[config.mk]
export PLATFORM = sky130hd
export DESIGN_NAME = ir_encoder
export DESIGN_NICKNAME = d
export VERILOG_FILES = /design/src/rtl/ir_encoder.sv
export SDC_FILE = /design/constraint.sdc
export NUM_CORES = 1
export LEC_CHECK = 0
export CORE_ASPECT_RATIO = 0.75
export CORE_MARGIN = 2
export CORE_UTILIZATION = 53
export CTS_CLUSTER_SIZE = 30
export DETAILED_ROUTE_END_ITERATION = 8
export PLACE_DENSITY = 0.89
export SETUP_SLACK_MARGIN = 0.1
export SKIP_LAST_GASP = 1
export SYNTH_ARGS = -nofsm -noshare
export SYNTH_HDL_FRONTEND = slang
export SYNTH_SLANG_ARGS = --single-unit
[constraint.sdc]
create_clock -name clk -period 3.6 [get_ports clk]
set_clock_uncertainty 0.15 [all_clocks]
set_input_delay 0.36 -clock clk [delete_from_list [all_inputs] [get_ports clk]]
set_output_delay 0.36 -clock clk [all_outputs]
set_load 0.01 [all_outputs]
[src/rtl/ir_encoder.sv]
// Serial IR transmitter: idle-high line, low start pulse, 32 bits MSB first at a fixed bit period.
// Optional macro IR_TX_CARRIER_EN: modulate ir_led with a carrier during marks instead of ~ir_signal.
module ir_encoder #(
    parameter int BIT_TICKS    = 1001,
    parameter int START_TICKS  = 500,
    parameter int TAIL_TICKS   = 503,
    parameter int GAP_TICKS    = 2000,
    parameter int CARRIER_HALF = 13
) (
    input  logic        clk,
    input  logic        reset,
    input  logic [31:0] tx_data,
    input  logic        tx_valid,
    output logic        tx_ready,
    output logic        tx_done,
    output logic        ir_signal,
    output logic        ir_led
);

    localparam int MAX_BG    = (BIT_TICKS > GAP_TICKS) ? BIT_TICKS : GAP_TICKS;
    localparam int MAX_TICKS = (MAX_BG > START_TICKS) ? MAX_BG : START_TICKS;
    localparam int TW        = (MAX_TICKS > 1) ? $clog2(MAX_TICKS) : 1;

    localparam logic [TW-1:0] START_LAST = TW'(START_TICKS - 1);
    localparam logic [TW-1:0] BIT_LAST   = TW'(BIT_TICKS - 1);
    localparam logic [TW-1:0] TAIL_LAST  = TW'(TAIL_TICKS - 1);
    localparam logic [TW-1:0] GAP_LAST   = TW'(GAP_TICKS - 1);

    typedef enum logic [1:0] {IDLE, START, DATA, GAP} state_t;

    state_t        state, state_nxt;
    logic [TW-1:0] timer, timer_nxt;
    logic [4:0]    bit_idx, bit_idx_nxt;
    logic [31:0]   shift, shift_nxt;
    logic          ir_nxt, ready_nxt, done_nxt;

    always_ff @(posedge clk or posedge reset) begin
        if (reset) begin
            state     <= IDLE;
            timer     <= '0;
            bit_idx   <= '0;
            shift     <= '0;
            ir_signal <= 1'b1;
            tx_ready  <= 1'b1;
            tx_done   <= 1'b0;
        end else begin
            state     <= state_nxt;
            timer     <= timer_nxt;
            bit_idx   <= bit_idx_nxt;
            shift     <= shift_nxt;
            ir_signal <= ir_nxt;
            tx_ready  <= ready_nxt;
            tx_done   <= done_nxt;
        end
    end

    always_comb begin
        state_nxt   = state;
        timer_nxt   = timer;
        bit_idx_nxt = bit_idx;
        shift_nxt   = shift;
        ir_nxt      = ir_signal;
        ready_nxt   = tx_ready;
        done_nxt    = 1'b0;
        case (state)
            IDLE: begin
                if (tx_valid && tx_ready) begin
                    state_nxt = START;
                    shift_nxt = tx_data;
                    ir_nxt    = 1'b0;
                    ready_nxt = 1'b0;
                    timer_nxt = '0;
                end
            end
            START: begin
                if (timer == START_LAST) begin
                    state_nxt   = DATA;
                    timer_nxt   = '0;
                    bit_idx_nxt = '0;
                    ir_nxt      = shift[31];
                end else begin
                    timer_nxt = timer + TW'(1);
                end
            end
            DATA: begin
                // The last bit is cut short so the line is already high when the decoder re-arms.
                if (bit_idx == 5'd31) begin
                    if (timer == TAIL_LAST) begin
                        state_nxt = GAP;
                        timer_nxt = '0;
                        ir_nxt    = 1'b1;
                    end else begin
                        timer_nxt = timer + TW'(1);
                    end
                end else if (timer == BIT_LAST) begin
                    shift_nxt   = {shift[30:0], 1'b0};
                    bit_idx_nxt = bit_idx + 5'd1;
                    ir_nxt      = shift[30];
                    timer_nxt   = '0;
                end else begin
                    timer_nxt = timer + TW'(1);
                end
            end
            GAP: begin
                if (timer == GAP_LAST) begin
                    state_nxt = IDLE;
                    timer_nxt = '0;
                    done_nxt  = 1'b1;
                    ready_nxt = 1'b1;
                end else begin
                    timer_nxt = timer + TW'(1);
                end
            end
            default: begin
                state_nxt = IDLE;
            end
        endcase
    end

`ifdef IR_TX_CARRIER_EN
    localparam int CW = (CARRIER_HALF > 1) ? $clog2(CARRIER_HALF) : 1;
    localparam logic [CW-1:0] CAR_LAST = CW'(CARRIER_HALF - 1);

    logic [CW-1:0] carrier_cnt;

    // Carrier phase restarts at every high-to-low transition of the line so each mark begins lit.
    always_ff @(posedge clk or posedge reset) begin
        if (reset) begin
            carrier_cnt <= '0;
            ir_led      <= 1'b0;
        end else if (!ir_nxt) begin
            if (ir_signal) begin
                carrier_cnt <= '0;
                ir_led      <= 1'b1;
            end else if (carrier_cnt == CAR_LAST) begin
                carrier_cnt <= '0;
                ir_led      <= ~ir_led;
            end else begin
                carrier_cnt <= carrier_cnt + CW'(1);
            end
        end else begin
            carrier_cnt <= '0;
            ir_led      <= 1'b0;
        end
    end
`else
    always_ff @(posedge clk or posedge reset) begin
        if (reset) begin
            ir_led <= 1'b0;
        end else begin
            ir_led <= ~ir_nxt;
        end
    end
`endif

endmodule

==> results of run 1 <==
[critical path, stage by stage, from the launching register on]
cell	delay, ns
dfrtp_1	0.42
inv_1	0.11
ha_2	0.48
buf_4	0.37
nand2_1	0.10
o221ai_1	0.17
buf_4	0.20
o21ai_1	0.26
o311ai_0	0.44
[per-stage QoR]
| stage | setup WS, ns | hold slack (ns) | power [W] | std cells |
|---|---|---|---|---|
| after floorplan | 1.14 | 0.302 | 0.000642 | 277 |
| after global placement | 0.893 | 0.308 | 0.000685 | 382 |
| after detailed placement | 0.813 | 0.324 | 0.000686 | 382 |
| after CTS | 0.821 | 0.346 | 0.00109 | 390 |
| after global routing | 0.510 | 0.370 | 0.00112 | 390 |
| final | 0.784 | 0.345 | 0.00109 | 390 |
[report_power, final]
part | total (W) | switching, W | internal [W]
clock | 0.000415 | 0.000208 | 0.000207
sequential | 0.000606 | 0 | 0.000606
combinational | 0.0000668 | 0.0000221 | 0.0000447
total | 0.00109 | 0.000230 | 0.000858
[cell usage after synthesis, drive strengths merged (2+ instances only)]
| cell type | n |
|---|---|
| or2 | 3 |
| o21ai | 15 |
| o2111ai | 2 |
| nand3 | 9 |
| or3 | 2 |
| nor3 | 6 |
| a311oi | 2 |
| nand2b | 3 |
| mux2i | 4 |
| dfstp | 2 |
| dfrtp | 52 |
| o211ai | 6 |
| o311ai | 4 |
| mux2 | 64 |
| and3 | 3 |
| nor2 | 12 |
| nand2 | 27 |
| ha | 9 |
| inv | 18 |
| a21oi | 7 |
| buf | 5 |
| clkbuf | 7 |
| nor4 | 2 |
[cells by family after synthesis]
logic type / after synthesis / synth area share
AND/OR/NAND/NOR: 72 / 0.121
AO/OA/AOI/OAI: 44 / 0.102
multiplexers: 68 / 0.253
adder cells (fa/ha/maj): 9 / 0.0373
buffers and inverters: 30 / 0.0393
flip-flops: 54 / 0.448
[layout by cell type, fill, tap and decap left out, types with 2 or more instances in the layout]
master           Yosys  layout
nand2_1             27      27
o311ai_1             2       2
or2_1                2       2
o311ai_0             2       2
nand2b_1             3       3
clkdlybuf4s50_1      0      38
buf_4                0       4
dfrtp_1             52      52
dfstp_2              2       2
inv_1               18      17
mux2_2              61      61
nor2_1              12      12
a311oi_1             2       2
and3_1               3       3
o2111ai_1            2       2
o21ai_0             14      14
ha_1                 9       8
nor3_1               6       6
nand3_1              8       8
mux2i_1              4       4
a21oi_1              7       6
clkbuf_8             0       5
mux2_1               2       2
clkinvlp_4           0       2
o211ai_1             6       6
[area by class of cell]
cell class | instances | area share
clock buffer | 5 | 0.0191
clock inverter | 3 | 0.0125
inverter | 18 | 0.0188
multi-input combinational | 193 | 0.434
sequential | 54 | 0.376
tap | 75 | 0.0261
timing repair buffer | 42 | 0.114
[worst max path at each step]
| stage | start | endpoint | slack (ns) |
|---|---|---|---|
| finish | state[0] | timer[8] | 0.78 |
| global route | state[0] | timer[10] | 0.51 |
| CTS | state[0] | timer[8] | 0.82 |
| detailed placement | state[0] | timer[8] | 0.81 |
| global placement | timer[1] | timer[8] | 0.89 |
| floorplan | bit_idx[0] | timer[8] | 1.14 |
[flip-flops by register name, indices dropped and copies added, names as in the netlist, named ones only]
register,count
shift,32
timer,11
bit_idx,5
state,2
ir_led,1
tx_done,1
tx_ready,1
[routing by layer]
layer  up-vias  routed length (microns)
li1       1075                        -
met1      1095                     2790
met2        81                     2940
met3         6                      392
met4         0                       55
met5         -                        0
==> results.txt, run 1 <==
Maximum level of the CTS H-tree: 2
Antenna violations before repair: 0
Area Overhead vs Synth: 19.2%
Root buffer cell: clkbuf_8
Clk pin slew, worst setup/hold paths: 0.10 ns
Slew margin rel.: 0.251
Post-synth EDFFs: 0
Req. time, crit path: 3.65 ns
Yosys warns: 0
Met3 GRT Util: 0.0489
Final worst path period share: 0.782
Max FO, Critical Path: 24
Fin. Hold Viols: 0
CTS Sinks: 54
Antenna Nets Post-Route: 0
Full die area: 6330 sq um
Hold depth: 2
Hold_sp: tx_ready
Worst skew pair latency: 0.32 ns
#FFs+latches synth: 54
Fin crit period: 2.82 ns
Largest area contributor in the netlist: dfrtp_1
HP Class: reg2reg
First-pass GRT wire length: 10300 microns
Leakage power: 1.57 nW
Count of mapped cells out of synthesis: 277
Final global-route overflow total: 0
Layout cell share with drive strength beyond 1: 0.267
Initial core utilization: 0.559
Via count: 2257
DP HPWL: 4390 microns
Port Buffers: 38
Yosys cell types: 44
DRC errors left: 0
Top Ports: 39
FP Rows: 23
R2R Setup Slk: 0.78 ns
Fin Setup TNS: 0 ns
Crit path kind: reg2reg
Maximum vdd ir drop: 0.000160 V
Endpoint, Worst Hold: tx_ready
First drt pass iteration count: 5
Filler Cells Inserted: 390
Post-synth top flop: dfrtp_1
GR peak layer: met2
Mapped cell area: 3020 sq um
Total power per unit cell area: 302 nW/um^2
Vias per cell: 5.79
Area of the multi-input gates: 1560 sq um
Setup Viol. Count Final: 0
Syn_area_per_cell: 10.9 sq um
Synth area leaders: dfrtp_1, mux2_2, ha_1, nand2_1, o21ai_0
CTS buffer count: 5
Largest net degree at the start of global routing: 55
Fin area: 3600 sq um
WP data arrival: 2.87 ns
Syn nets: 321
Routability cong.: 0.822
Max_cap viols: 0
GR Util met1: 0.284
Status: finished, final reports clean
Worst Reg-to-Reg Cells: 8
Die height: 69.4 microns
Met2 GRT Util: 0.317
Post-cts gate resize count: 0
Fmax: 355 MHz
FF+latch area: 1350 sq um
Reg-to-reg startpoint: state[0]
RSZ-0062 raised after global routing: no
# Post-CTS Setup Buffers: 0
Crit start category: flop
Vias in the first global route: 2179
CP Capture Type: flop
Post-synth ARST share: 1.00
Post-layout util: 0.666
Post-CTS Hold Fix Bufs: 0
Worst-Margin Slew: 1.12 ns
CTS tree: done
N_diodes: 0
Count of pins over their slew limit: 0
Core area: 5410 sq um
Nets: 358
Instance area at placement: 3490 sq um
Wire per inst: 15.8 microns
Initial DRC count: 220
Worst r2r dst: timer[8]
Die Wd: 91.2 microns
Total length of routed wires: 6180 microns
Top-area cell type share of the netlist area: 0.431
Part of the Yosys area used for sequential elements: 0.448
GR Util All Layers: 0.203
Clock buffer depth: 2
Power figures use the tool's default switching activity.
==> inputs of run 2 (changes only) <==
--- a/config.mk
+++ b/config.mk
@@ -7,10 +7,10 @@
 export LEC_CHECK = 0
 export CORE_ASPECT_RATIO = 0.75
 export CORE_MARGIN = 2
-export CORE_UTILIZATION = 53
+export CORE_UTILIZATION = 50
 export CTS_CLUSTER_SIZE = 30
 export DETAILED_ROUTE_END_ITERATION = 8
-export PLACE_DENSITY = 0.89
+export PLACE_DENSITY = 0.88
 export SETUP_SLACK_MARGIN = 0.1
 export SKIP_LAST_GASP = 1
 export SYNTH_ARGS = -nofsm -noshare
==> constraint.sdc (replaced) <==
create_clock -name clk -period 2.5 [get_ports clk]
set_clock_uncertainty 0.15 [all_clocks]
set_input_delay 0.25 -clock clk [delete_from_list [all_inputs] [get_ports clk]]
set_output_delay 0.25 -clock clk [all_outputs]
set_load 0.01 [all_outputs]
==> results.txt, run 2 (synthesis gave the netlist of run 1 again) <==
Count of pins over their slew limit: 0 (unchanged)
Crit start category: flop
Top Ports: 39 (unchanged)
Fmax: 423 MHz (+19%)
Worst skew pair latency: 0.31 ns (about the same)
Final Non-Filler Cells: 407 (+4.4%)
Setup Viol. Count Final: 0 (unchanged)
Port Buffers: 38 (unchanged)
Via count: 2303 (+2.0%)
Clock power share: 0.343 (-0.039)
Total power per unit cell area: 392 nW/um^2 (+30%)
R2R Setup Slk: 0.14 ns (-0.65 ns)
Number of flip-flops in the largest register: 32 (unchanged)
Total length of routed wires: 6790 microns (+9.9%)
CTS buffer count: 5 (unchanged)
Commonest non-fill, non-tap cell in the layout: mux2_2
Status: finished, final reports clean
Max FO, Critical Path: 6 (-75%)
WP data arrival: 2.42 ns (-0.45 ns)
Worst-Margin Slew: 0.525 ns (-0.598 ns)
DP HPWL: 4690 microns (+6.9%)
CTS Sinks: 54 (unchanged)
Initial core utilization: 0.519 (-0.0398)
Fin. Hold Viols: 0 (unchanged)
Core area: 5830 sq um (+7.7%)
Reg-to-reg startpoint: timer[1]
Initial DRC count: 172 (-22%)
Sequential share of power: 0.590 (+0.033)
Full die area: 6690 sq um (+5.7%)
Switching share of power: 0.228 (+0.0162)
Worst Reg-to-Reg Cells: 6 (-2)
DRC errors left: 0 (unchanged)
Commonest cells after routing, fill and taps aside: mux2_2, dfrtp_1, clkdlybuf4s50_1, nand2_1, inv_1
Max_cap viols: 0 (unchanged)
Req. time, crit path: 2.56 ns (-1.09 ns)
Die Wd: 93.8 microns (+2.8%)
Maximum level of the CTS H-tree: 2 (unchanged)
Die height: 71.3 microns (+2.8%)
Max incr delay on CP: 0.49 ns (about the same)
N_diodes: 0 (unchanged)
Cells along the critical path: ha_4, nand2b_4, o41a_4, or2_1, a221o_1, mux2_4
Placed insts: 397 (+3.9%)
Worst r2r dst: state[1]
Final worst path period share: 0.945 (+0.163)
Layout cell share with drive strength beyond 1: 0.319 (+0.0525)
Slowest CP cell: dfrtp_1
Fin crit period: 2.36 ns (-0.453 ns)
Crit path kind: reg2reg
RSZ-0062 raised after global routing: yes
Internal power: 0.00114 W (+33%)
CP Capture Type: flop
Leakage power: 1.65 nW (+5.4%)
Tot Pwr: 0.00148 W (+36%)
Clock buffer depth: 2 (unchanged)
Wire per inst: 16.7 microns (+5.3%)
Clk pin slew, worst setup/hold paths: 0.10 ns (about the same)
Fin Setup TNS: 0 ns (unchanged)
Sw power: 0.000337 W (+47%)
Antenna violations before repair: 0 (unchanged)
Slew margin rel.: 0.650 (+0.398)
Final global-route overflow total: 0 (unchanged)
Vias per cell: 5.66 (-2.2%)
Root buffer cell: clkbuf_8
GR Util All Layers: 0.202 (-0.00153)
Routability cong.: 0.869 (+5.8%)
Vias in the first global route: 2231 (+2.4%)
Most flops, register: shift
HP Class: in2async
Nets: 372 (+3.9%)
Antenna Nets Post-Route: 0 (unchanged)
CTS tree: done
Biggest regs: shift x32, timer x11, bit_idx x5
First drt pass iteration count: 5 (unchanged)
Largest net degree at the start of global routing: 32 (-42%)
Area Overhead vs Synth: 25.1%
Combinational Power Share: 0.067 (+0.006)
First-pass GRT wire length: 10800 microns (+4.5%)
FP Rows: 24 (+4.3%)
Maximum vdd ir drop: 0.000249 V (+56%)
## run 2: cell types whose count changed in the layout (fill, tap and decap cells not counted), moves of 2 or more
cell,previous run,this run
buf_4,4,15
buf_12,0,2
nand3_1,8,6
nand3_2,1,3
## run 2: worst max-delay path by stage
stage / start / to / slack [ns] / cells past startpoint
6_report: timer[1] / state[1] / 0.14 / 6
2_1_floorplan: bit_idx[0] / timer[8] / 0.17 / 9
3_5_place_dp: timer[1] / state[1] / 0.15 / 6
4_1_cts: timer[1] / state[1] / 0.11 / 6
3_3_place_gp: timer[1] / state[1] / 0.21 / 6
5_1_grt: timer[0] / shift[15] / 0.06 / 8
## run 2: critical path, delay by kind of cell (launching register included)
| kind | cells | cell delay [ns] |
|---|---|---|
| muxes | 1 | 0.31 |
| AOI/OAI and AO/OA | 2 | 0.78 |
| and+or+nand+nor | 2 | 0.32 |
| DFF | 1 | 0.49 |
| adders and majority gates | 1 | 0.21 |
## run 2: layer usage
layer  vias to the layer above  track usage  wire, microns  part of all wire
met5                         -            0              0                 0
met4                         0       0.0644            124             0.018
met3                        17       0.0326            277             0.041
met2                        62        0.319           3220              0.47
met1                      1131        0.288           3170              0.47
li1                       1093            -              -                 -
## run 2: repair_timing
item,4_1_cts,5_1_grt
setup buffers,0,1
gates resized for setup,0,10
setup endpoints to repair,0,35
hold buffers,0,0
## run 2: area by class of cell
cell class,count,area (sq um)
fill,422,2050
multi-input combinational,193,1610
sequential,54,1350
timing repair buffer,56,558
tap,78,97.6
clock buffer,5,68.8
inverter,18,67.6
clock inverter,3,25.0
## run 2: power by group through the flow
stage / Combinational, W / Clock [W] / Sequential (W)
after global placement: 0.0000983 / 0 / 0.000890
after global routing: 0.000108 / 0.000552 / 0.000873
final: 0.0000993 / 0.000508 / 0.000873
after CTS: 0.000102 / 0.000513 / 0.000873
after floorplan: 0.0000347 / 0 / 0.000890
after detailed placement: 0.000100 / 0 / 0.000890
## run 2: stage by stage
| step | util | hold slack (ns) | worst slack [ns] | area, sq um |
|---|---|---|---|---|
| 6_report | 0.649 | 0.141 | 0.138 | 3780 |
| 5_1_grt | 0.649 | 0.182 | 0.0582 | 3780 |
| 4_1_cts | 0.635 | 0.159 | 0.114 | 3700 |
| 3_5_place_dp | 0.619 | 0.323 | 0.145 | 3600 |
| 2_1_floorplan | - | 0.232 | 0.175 | 3030 |
| 3_3_place_gp | 0.619 | 0.307 | 0.213 | 3600 |
